$ cat src/rtl/four_bit_adder_pkg.sv
// Shared widths and types for the small carry-preserving adder.
package four_bit_adder_pkg;
    localparam int OPW  = 4;
    localparam int SUMW = OPW + 1;

    typedef logic [OPW-1:0]  operand_t;
    typedef logic [SUMW-1:0] sum_t;
endpackage

$ cat src/rtl/four_bit_adder_core_full_adder.sv
// One-bit full adder; the ripple chain in four_bit_adder_core is built from these.
module full_adder (
    input  logic a,
    input  logic b,
    input  logic cin,
    output logic s,
    output logic cout
);
    logic p;

    assign p    = a ^ b;
    assign s    = p ^ cin;
    assign cout = (a & b) | (cin & p);
endmodule

$ cat src/rtl/four_bit_adder_core.sv
// Unsigned 4-bit ripple-carry adder with a combinational 5-bit sum and a
// registered copy qualified by out_valid.
module four_bit_adder_core
    import four_bit_adder_pkg::*;
#(
    parameter int WIDTH = 4
) (
    input  logic             clk,
    input  logic             rst,
    input  logic [WIDTH-1:0] a,
    input  logic [WIDTH-1:0] b,
    input  logic             in_valid,
    output logic [WIDTH:0]   out,
    output logic [WIDTH:0]   out_q,
    output logic             out_valid
);
    operand_t        sum_bits;
    logic [OPW:0]    carry;
    sum_t            sum_d;
    sum_t            sum_q;
    logic            valid_d;
    logic            valid_q;

    // Stage i consumes carry[i] and produces bit i plus carry[i+1].
    assign carry[0] = 1'b0;

    for (genvar i = 0; i < OPW; i++) begin : g_fa
        full_adder u_fa (
            .a    (a[i]),
            .b    (b[i]),
            .cin  (carry[i]),
            .s    (sum_bits[i]),
            .cout (carry[i+1])
        );
    end

    assign out = {carry[OPW], sum_bits};

    always_comb begin
        sum_d   = sum_q;
        valid_d = 1'b0;
        if (in_valid) begin
            sum_d   = out;
            valid_d = 1'b1;
        end
    end

    // Reset takes priority over a capture presented on the same edge.
    always_ff @(posedge clk) begin
        if (rst) begin
            sum_q   <= '0;
            valid_q <= 1'b0;
        end else begin
            sum_q   <= sum_d;
            valid_q <= valid_d;
        end
    end

    assign out_q     = sum_q;
    assign out_valid = valid_q;
endmodule

$ cat config.mk
export PLATFORM = sky130hd
export DESIGN_NAME = four_bit_adder_core
export DESIGN_NICKNAME = d
export VERILOG_FILES = /design/src/rtl/four_bit_adder_pkg.sv /design/src/rtl/four_bit_adder_core_full_adder.sv /design/src/rtl/four_bit_adder_core.sv
export SDC_FILE = /design/constraint.sdc
export NUM_CORES = 1
export LEC_CHECK = 0
export CELL_PAD_IN_SITES_DETAIL_PLACEMENT = 1
export CELL_PAD_IN_SITES_GLOBAL_PLACEMENT = 2
export CORE_MARGIN = 3
export CORE_UTILIZATION = 20
export CTS_CLUSTER_SIZE = 16
export DETAILED_ROUTE_END_ITERATION = 10
export HOLD_SLACK_MARGIN = 0.02
export PLACE_DENSITY = 0.83
export SLEW_MARGIN = 20
export SYNTH_ARGS = -nofsm -noshare
export SYNTH_HDL_FRONTEND = slang
export SYNTH_SLANG_ARGS = --single-unit
$ cat constraint.sdc
create_clock -name clk -period 5.1 [get_ports clk]
set_input_delay 0.51 -clock clk [delete_from_list [all_inputs] [get_ports clk]]
set_output_delay 0.51 -clock clk [all_outputs]
set_load 0.005 [all_outputs]
==> impl_metrics.csv, run 1 <==
group,metric,value,unit
critical_path,crit_required,4.59,ns
cts,post_cts.repair.setup_buffers,0,
cts,cts.reportedPaths.clkPinSlew,0.04,ns
global_route,antenna_found_initial,0,
run_status,outcome,"completed",
cts,post_cts.resized_instances,0,
synthesis,yosys.area.top_type,"dfxtp_1",
pwr,internal_power,108,µW
route,drt-initial-drc-count,0,
cts,cts_hold_buffers,0,
synthesis,yosys_warnings,0,
global_route,grt_util_all_layers,7.95,%
timing,finalSetupViolations,0,
cts,cts_made_buffers,3,
timing,worst_pin_slew,0.438,ns
critical_path,path_max_fanout,2,
global_route,via_count_of_the_first_global_routing_pass,261,
synthesis,post-synth-top-area-fraction,35.0,%
die,die_area,2250,µm²
die,pin_count,22,
synthesis,ys_ff_latch,6,
placed_design,dpl_worst_slack,1.62,ns
synthesis,syn-mean-instance-area,10.7,µm²
synthesis,synth.cell_area,343,µm²
route,remaining_drc_errors,0,
critical_path,timing.critical_path.to_type,"output pin",
global_route,globalRoute.totalOverflow,0,
synthesis,synth_top_cells_by_area,"dfxtp_1 35%, fa_1 18%, buf_4 11%",
timing,fin_crit_sh,67.8,%
route,vias_per_cell,4.00,
timing,achievable-frequency,289,MHz
placed_design,gp_congestion,0.527,
die,fp.dieH,47.4,µm
global_route,gr-usage-met3,6.90,%
critical_path,crit_type,"in2out",
timing,finalSetupTns,0,ns
pwr,netSwitchingFraction,23.8,%
timing,setup_slack,1.64,ns
die,coreArea,1560,µm²
die,cell_row_count,14,
timing,final-max-slew-violation-count,0,
cts,clock_root_buffer,"clkbuf_4",
cts,cts-root-to-sink-buffers,2,
route,drt_first_pass_iters,1,
final_layout,layout.nets,67,
die,initial_core_util,22.0,%
synthesis,netlist-cell-type-count,11,
cts,tritoncts,"built",
placed_design,dp_hpwl,605,µm
critical_path,timing.critical_path.mode_cell,"fa_1",
final_layout,antenna_cells,0,
final_layout,layout-area-overhead-vs-synth,59.5,%
synthesis,yosysSeqAreaShare,35.0,%
critical_path,crit_path_max_incr_delay,0.49,ns
pwr,power.static_leakage,0.234,nW
critical_path,crit_path_start_kind,"primary input",
global_route,grt_most_used_layer,"met2",
pwr,comb_power_share,32.1,%
critical_path,crit_slowest_cell,"clkdlybuf4s50_1",
route,postRouteAntennaNets,0,
synthesis,synthesis.nets,47,
min_path,hold_class,"reg2reg",
route,routedWlPerCell,11.1,µm
synthesis,netlist_instances,32,
pwr,sequentialPowerShare,37.6,%
timing,rsz_0062_raised_after_global_routing,"no",
timing,worst_clock_skew,0,ns
placed_design,portBuffers,21,
die,die_width,47.4,µm
pwr,power_density_over_cell_area,258,nW/µm²
global_route,wire_length_of_the_first_global_routing_pass,1100,µm
pwr,share_of_total_power_in_the_clock_network,30.4,%
cts,clock_insertion_delay_worst_skew,0.24,ns
global_route,grtUsageMet1,9.34,%
pwr,psw,33.6,µW
cts,clock_sink_count,6,
pwr,irDropWorstVdd,0.000131,V
route,dr_total_vias,264,
timing,period_needed,3.46,ns
global_route,met2_usage,10.2,%
critical_path,critPathTopFamily,"adder cells",
route,wirelength,733,µm
timing,hold_viol,0,
timing,slew_headroom,70.7,%
global_route,grt_max_degree,9,
critical_path,cp_num_buf_inv,4,
critical_path,timing.critical_path.arrival,2.95,ns
critical_path,critical_path.cell_chain,"clkdlybuf4s50_1 -> ha_1 -> fa_1 -> fa_1 -> inv_1 -> fa_1 -> inv_1 -> clkdlybuf4s50_1",
cts,clock_tree.htree_level_count,1,
final_layout,layout-drive-gt1-share,12.0,%
job,timing.max_cap.violations,0,
[cells in the mapped netlist]
master	number
a211oi_2	2
buf_4	5
buf_6	1
dfxtp_1	6
fa_1	3
ha_1	1
inv_1	5
mux2i_1	3
nor2_1	4
nor2_2	1
nor2b_1	1
[area by class of cell]
class / count / area [µm²]
flip-flops and latches: 6 / 120
fillers: 173 / 1010
inverters: 5 / 18.8
repair buffers: 21 / 210
multi-input cells: 15 / 155
well taps: 16 / 20.0
clock buffers: 3 / 22.5
[cell usage in the layout, fill, tap and decap left out]
master,instances
inv_1,5
ha_1,1
nor2_2,1
clkdlybuf4s50_1,21
nor2b_1,1
dfxtp_1,6
nor2_1,4
clkbuf_4,3
a211oi_2,2
fa_1,3
mux2i_1,3
[power by group through the flow]
| stage | Combinational [mW] | Clock [mW] | Sequential, mW |
|---|---|---|---|
| floorplan | 0.0238 | 0 | 0.0542 |
| global placement | 0.0457 | 0 | 0.0537 |
| detailed placement | 0.0463 | 0 | 0.0539 |
| CTS | 0.0466 | 0.0464 | 0.0531 |
| global route | 0.0502 | 0.0498 | 0.0534 |
| finish | 0.0453 | 0.0429 | 0.0530 |
[metal layers]
layer | wire (µm) | vias up
met5 | 0 | -
met4 | 0 | 0
met3 | 59 | 0
met2 | 387 | 12
met1 | 285 | 122
li1 | - | 130
[path summary, 6_finish.rpt]
path | cells after the start | endpoint | slack [ns] | start
setup / recovery | 8 | out[3] | 1.64 | a[0]
hold reg to reg | 2 | out_q[2] | 0.50 | out_q[2]
hold / removal | 2 | out_q[2] | 0.50 | out_q[2]
setup reg to reg | 2 | out_q[3] | 4.45 | out_q[3]
[cell families (layout without fill, tap and decap cells)]
group                      after synthesis  after routing  share of synthesized area [%]
adders and majority gates                4              4                           21.2
muxes                                    3              3                           8.76
buffers and inverters                   11             29                           19.7
DFF                                      6              6                           35.0
AOI/OAI and AO/OA                        2              2                           7.30
and+or+nand+nor                          6              6                           8.03
[worst register-to-register path, stage by stage (launching register included)]
cell,delay [ns]
dfxtp_1,0.34
nor2_2,0.04
a211oi_2,0.19
[flip-flops by register name (all words and copies together), names as in the netlist]
register / count
out_valid: 1
out_q: 5
[through the flow]
stage / cell area [µm²] / power, mW / std cells / hold slack (ns) / utilization (%)
after floorplan: 343 / 0.0780 / 32 / 0.482 / -
after global placement: 524 / 0.0994 / 63 / 0.474 / 33.6
after CTS: 547 / 0.146 / 66 / 0.497 / 35.1
final: 547 / 0.141 / 66 / 0.496 / 35.1
after detailed placement: 524 / 0.100 / 63 / 0.487 / 33.6
after global routing: 547 / 0.153 / 66 / 0.518 / 35.1
No activity file was read; power rests on OpenSTA's default activity.
==> run 2, diff against run 1 <==
--- a/config.mk
+++ b/config.mk
@@ -8,11 +8,11 @@
 export CELL_PAD_IN_SITES_DETAIL_PLACEMENT = 1
 export CELL_PAD_IN_SITES_GLOBAL_PLACEMENT = 2
 export CORE_MARGIN = 3
-export CORE_UTILIZATION = 20
+export CORE_UTILIZATION = 18
 export CTS_CLUSTER_SIZE = 16
 export DETAILED_ROUTE_END_ITERATION = 10
 export HOLD_SLACK_MARGIN = 0.02
-export PLACE_DENSITY = 0.83
+export PLACE_DENSITY = 0.76
 export SLEW_MARGIN = 20
 export SYNTH_ARGS = -nofsm -noshare
 export SYNTH_HDL_FRONTEND = slang
==> constraint.sdc (replaced) <==
create_clock -name clk -period 3.3 [get_ports clk]
set_input_delay 0.33 -clock clk [delete_from_list [all_inputs] [get_ports clk]]
set_output_delay 0.33 -clock clk [all_outputs]
set_load 0.005 [all_outputs]
==> run 2 against run 1 <==
Against the previous run: core utilization decreased by 3.4 points; total power increased by 57%; global-route usage decreased by 0.82 points; non-clock buffer count unchanged; via count decreased by 1.9%; clock power increased by 65%; largest cell class unchanged.
==> impl_metrics.csv, run 2 (synthesized netlist as in run 1, its figures left out) <==
group,metric,value,unit
die,cell_row_count,15,
final_layout,layout-area-overhead-vs-synth,62.8,%
critical_path,timing.critical_path.to_type,"output pin",
pwr,power.static_leakage,0.234,nW
route,drt-initial-drc-count,1,
cts,post_cts.repair.setup_buffers,0,
route,drt_first_pass_iters,2,
cts,tritoncts,"built",
global_route,wire_length_of_the_first_global_routing_pass,1210,µm
cts,cts-root-to-sink-buffers,2,
die,initial_core_util,19.4,%
critical_path,crit_required,2.97,ns
timing,period_needed,3.09,ns
global_route,antenna_found_initial,0,
die,die_width,49.6,µm
timing,final-max-slew-violation-count,0,
die,fp.dieH,49.6,µm
global_route,globalRoute.totalOverflow,0,
timing,achievable-frequency,323,MHz
critical_path,crit_path_start_kind,"primary input",
global_route,grt_max_degree,9,
route,postRouteAntennaNets,0,
global_route,via_count_of_the_first_global_routing_pass,275,
min_path,hold_class,"reg2reg",
timing,slew_headroom,72.4,%
cts,clock_insertion_delay_worst_skew,0.24,ns
timing,worst_pin_slew,0.412,ns
route,wirelength,722,µm
final_layout,mostFrequentLayoutCells,"21 x clkdlybuf4s50_1, 6 x dfxtp_1, 5 x inv_1",
final_layout,mostFrequentLayoutCell,"clkdlybuf4s50_1",
die,pin_count,22,
timing,fin_crit_sh,93.8,%
timing,rsz_0062_raised_after_global_routing,"no",
placed_design,gp_congestion,0.536,
final_layout,largest_register_ffs,5,
die,coreArea,1760,µm²
cts,cts.reportedPaths.clkPinSlew,0.05,ns
global_route,grt_util_all_layers,7.14,%
die,die_area,2460,µm²
pwr,irDropWorstVdd,0.000172,V
cts,clock_root_buffer,"clkbuf_4",
route,remaining_drc_errors,0,
timing,finalSetupViolations,0,
timing,finalSetupTns,0,ns
route,dr_total_vias,259,
route,routedWlPerCell,9.63,µm
placed_design,dp_hpwl,580,µm
run_status,outcome,"completed",
route,vias_per_cell,3.45,
critical_path,crit_type,"in2out",
cts,clock_tree.htree_level_count,1,
critical_path,timing.critical_path.arrival,2.76,ns
timing,hold_viol,0,
cts,cts_made_buffers,3,
timing,worst_clock_skew,0,ns
final_layout,antenna_cells,0,
cts,cts_hold_buffers,0,
cts,clock_sink_count,6,
pwr,power_density_over_cell_area,398,nW/µm²
job,timing.max_cap.violations,0,
cts,post_cts.resized_instances,0,
placed_design,portBuffers,21,
final_layout,post-route-util,31.6,%
final_layout,layout-drive-gt1-share,12.0,%
critical_path,path_max_fanout,2,
final_layout,layout.nets,67,
-- run 2: cell counts in the layout (fill, tap and decap cells not counted) --
No cell type changed its count.
-- run 2: worst paths after layout --
path            start       end  slack (ns)  cells after the start
max              a[0]    out[3]        0.21                      8
min          out_q[2]  out_q[2]        0.49                      2
max reg2reg  out_q[3]  out_q[3]        2.66                      2
min reg2reg  out_q[2]  out_q[2]        0.49                      2
-- run 2: routing by layer --
layer  global-route usage, %  up-vias  routed length (µm)
met5                       0        -                   0
met4                    5.53        0                  19
met3                    3.32        2                  57
met2                    11.2       10                 357
met1                    7.24      117                 288
li1                        -      130                   -
-- run 2: through the flow --
stage,std cells,setup WS [ns],hold slack [ns],area (µm²),power (mW)
2_1_floorplan,32,1.08,0.395,343,0.121
3_3_place_gp,72,0.188,0.475,536,0.154
3_5_place_dp,72,0.188,0.486,536,0.155
4_1_cts,75,0.182,0.497,558,0.228
5_1_grt,75,0.119,0.507,558,0.238
6_report,75,0.205,0.489,558,0.222
-- run 2: final cells by class --
cell class	instances	area [µm²]
fillers	216	1210
repair buffers	21	210
multi-input cells	15	155
flip-flops and latches	6	120
well taps	25	31.3
clock buffers	3	22.5
inverters	5	18.8
-- run 2: critical path, stage by stage --
cell	delay, ns
clkdlybuf4s50_1	0.40
ha_1	0.21
fa_1	0.39
fa_1	0.36
inv_1	0.07
fa_1	0.44
inv_1	0.07
clkdlybuf4s50_1	0.49
-- run 2: where the power goes --
group,internal [mW],total (mW),switching (mW),leakage (nW)
clock,0.0413,0.0706,0.0293,0.0138
combinational,0.0464,0.0700,0.0236,0.171
sequential,0.0788,0.0817,0.00291,0.0497
==> run 3, diff against run 2 <==
--- a/config.mk
+++ b/config.mk
@@ -5,6 +5,7 @@
 export SDC_FILE = /design/constraint.sdc
 export NUM_CORES = 1
 export LEC_CHECK = 0
+export CAP_MARGIN = 20
 export CELL_PAD_IN_SITES_DETAIL_PLACEMENT = 1
 export CELL_PAD_IN_SITES_GLOBAL_PLACEMENT = 2
 export CORE_MARGIN = 3
==> constraint.sdc (replaced) <==
create_clock -name clk -period 2.98 [get_ports clk]
set_input_delay 0.298 -clock clk [delete_from_list [all_inputs] [get_ports clk]]
set_output_delay 0.298 -clock clk [all_outputs]
set_load 0.005 [all_outputs]
==> run 3 against run 2 <==
Against the previous run: clock power up 6.5%; routed wire length down 1.4%; critical path depth unchanged; register-to-register slack worse by 0.32 ns.
==> impl_metrics.csv, run 3 (synthesized netlist as in run 1, its figures left out) <==
group,metric,value,unit
run_status,outcome,"completed",
timing,worst_pin_slew,0.409,ns
final_layout,antenna_cells,0,
min_path,hold_class,"reg2reg",
die,pin_count,22,
timing,period_needed,2.62,ns
min_path,hold_path_depth,2,
pwr,share_of_total_power_in_the_clock_network,30.4,%
placed_design,dpl_worst_slack,-0.0477,ns
critical_path,timing.critical_path.to_type,"output pin",
route,drt-initial-drc-count,1,
timing,finalSetupViolations,0,
critical_path,crit_path_start_kind,"primary input",
route,dr_total_vias,272,
final_layout,mostFrequentLayoutCell,"clkdlybuf4s50_1",
die,initial_core_util,19.4,%
placed_design,portBuffers,21,
critical_path,path_max_fanout,2,
timing,holdWs,0.488,ns
global_route,antenna_found_initial,0,
final_layout,register_area,120,µm²
critical_path,critPathTopFamily,"adder cells",
critical_path,r2r-end,"out_q[3]",
critical_path,critical_path.cell_chain,"clkdlybuf4s50_1 -> ha_1 -> fa_2 -> fa_2 -> inv_2 -> fa_1 -> inv_1 -> clkdlybuf4s50_1",
cts,cts_made_buffers,3,
timing,worst_clock_skew,0,ns
pwr,irDropWorstVdd,0.000179,V
critical_path,setup.reg_to_reg.worst_slack,2.34,ns
cts,tritoncts,"built",
pwr,sequentialPowerShare,36.7,%
critical_path,cp_num_buf_inv,4,
global_route,wire_length_of_the_first_global_routing_pass,1170,µm
pwr,power.static_leakage,0.245,nW
route,postRouteAntennaNets,0,
cts,clock_sink_count,6,
placed_design,gp_congestion,0.524,
critical_path,crit_required,2.68,ns
die,coreArea,1760,µm²
timing,hold_viol,0,
route,remaining_drc_errors,0,
route,wirelength,712,µm
timing,slew_headroom,72.6,%
cts,cts_hold_buffers,0,
final_layout,combined_area_of_the_multi_input_logic_cells,160,µm²
route,drt_first_pass_iters,3,
final_layout,mostFrequentLayoutCells,"20 x clkdlybuf4s50_1, 6 x dfxtp_1, 4 x inv_1, 4 x nor2_1",
final_layout,layout-drive-gt1-share,19.6,%
timing,rsz_0062_raised_after_global_routing,"no",
route,routedWlPerCell,9.37,µm
critical_path,crit_type,"in2out",
cts,cts.reportedPaths.clkPinSlew,0.04,ns
job,timing.max_cap.violations,0,
route,vias_per_cell,3.58,
cts,clock_tree.htree_level_count,1,
global_route,globalRoute.totalOverflow,0,
placed_design,dp_hpwl,569,µm
die,fp.dieH,49.6,µm
pwr,power_density_over_cell_area,431,nW/µm²
cts,cts-root-to-sink-buffers,2,
critical_path,crit_path_max_incr_delay,0.43,ns
final_layout,layout.nets,68,
global_route,via_count_of_the_first_global_routing_pass,287,
die,die_width,49.6,µm
critical_path,ff2ff_path_depth,2,
cts,clock_root_buffer,"clkbuf_4",
pwr,comb_power_share,32.9,%
final_layout,filler_cell_count,220,
pwr,post-layout-total-power,247,µW
pwr,psw,60.0,µW
die,cell_row_count,15,
timing,achievable-frequency,381,MHz
global_route,grt_max_degree,9,
final_layout,layout-area-overhead-vs-synth,67.2,%
critical_path,timing.rr.start,"out_q[3]",
timing,fin_crit_sh,88.0,%
min_path,hp-start,"out_q[0]",
cts,clock_insertion_delay_worst_skew,0.24,ns
pwr,netSwitchingFraction,24.3,%
min_path,worst_hold_path.endpoint,"out_q[0]",
pwr,internal_power,187,µW
timing,setup_slack,0.356,ns
die,die_area,2460,µm²
critical_path,timing.critical_path.arrival,2.33,ns
critical_path,crit_slowest_cell,"clkdlybuf4s50_1",
final_layout,largest_register_ffs,5,
global_route,grt_util_all_layers,6.88,%
timing,final-max-slew-violation-count,0,
==> run 3: cell types whose count changed in the layout (fill, tap and decap cells not counted) <==
cell             previous run  this run
buf_4                       0         1
clkdlybuf4s50_1            21        20
dlymetal6s2s_1              0         1
fa_1                        3         1
fa_2                        0         2
inv_1                       5         4
inv_2                       0         1
==> run 3: metal layers <==
layer  routed length (µm)  up-vias  global-route usage (%)  part of all wire (%)
li1                     -      131                       -                     -
met1                  259      130                    5.91                    36
met2                  378       11                    11.5                    53
met3                   74        0                    6.65                    10
met4                    0        0                    1.38                     0
met5                    0        -                       0                     0
==> run 3: worst min-delay path: stages (launching register included) <==
cell	delay (ns)
dfxtp_1	0.32
mux2i_1	0.06
nor2_1	0.07
==> run 3: power groups by stage <==
stage          clock (mW)  combinational (mW)  sequential [mW]
2_1_floorplan           0              0.0407           0.0928
3_5_place_dp            0              0.0825           0.0920
3_3_place_gp            0              0.0817           0.0921
5_1_grt            0.0839              0.0903           0.0916
6_report           0.0752              0.0812           0.0907
4_1_cts            0.0796              0.0843           0.0907
==> run 3: layout make-up <==
| class | count | share of cell area [%] |
|---|---|---|
| flip-flops and latches | 6 | 21.0 |
| repair buffers | 22 | 38.4 |
| inverters | 5 | 3.28 |
| multi-input cells | 15 | 27.9 |
| well taps | 25 | 5.46 |
| clock buffers | 3 | 3.93 |
==> run 3: timing repair <==
| action | CTS | global route |
|---|---|---|
| endpoints found under the setup margin | 1 | 1 |
| buffers inserted | 0 | 0 |
| gates resized for setup | 3 | 1 |
| pin swaps | 1 | 1 |
==> run 3: worst max-delay path by stage <==
stage	start	end	slack (ns)	depth (start not counted)
2_1_floorplan	a[0]	out[3]	0.82	7
3_3_place_gp	a[0]	out[3]	-0.04	8
3_5_place_dp	a[0]	out[3]	-0.05	8
4_1_cts	a[0]	out[3]	0.03	8
5_1_grt	a[0]	out[4]	0.28	8
6_report	a[0]	out[4]	0.36	8
==> run 3: metrics by stage <==
step | area [µm²] | setup TNS [ns] | cells | util (%)
after floorplan | 343 | 0 | 32 | -
after global placement | 543 | -0.0447 | 73 | 30.8
after detailed placement | 543 | -0.0477 | 73 | 30.8
after CTS | 571 | 0 | 76 | 32.3
after global routing | 573 | 0 | 76 | 32.5
final | 573 | 0 | 76 | 32.5
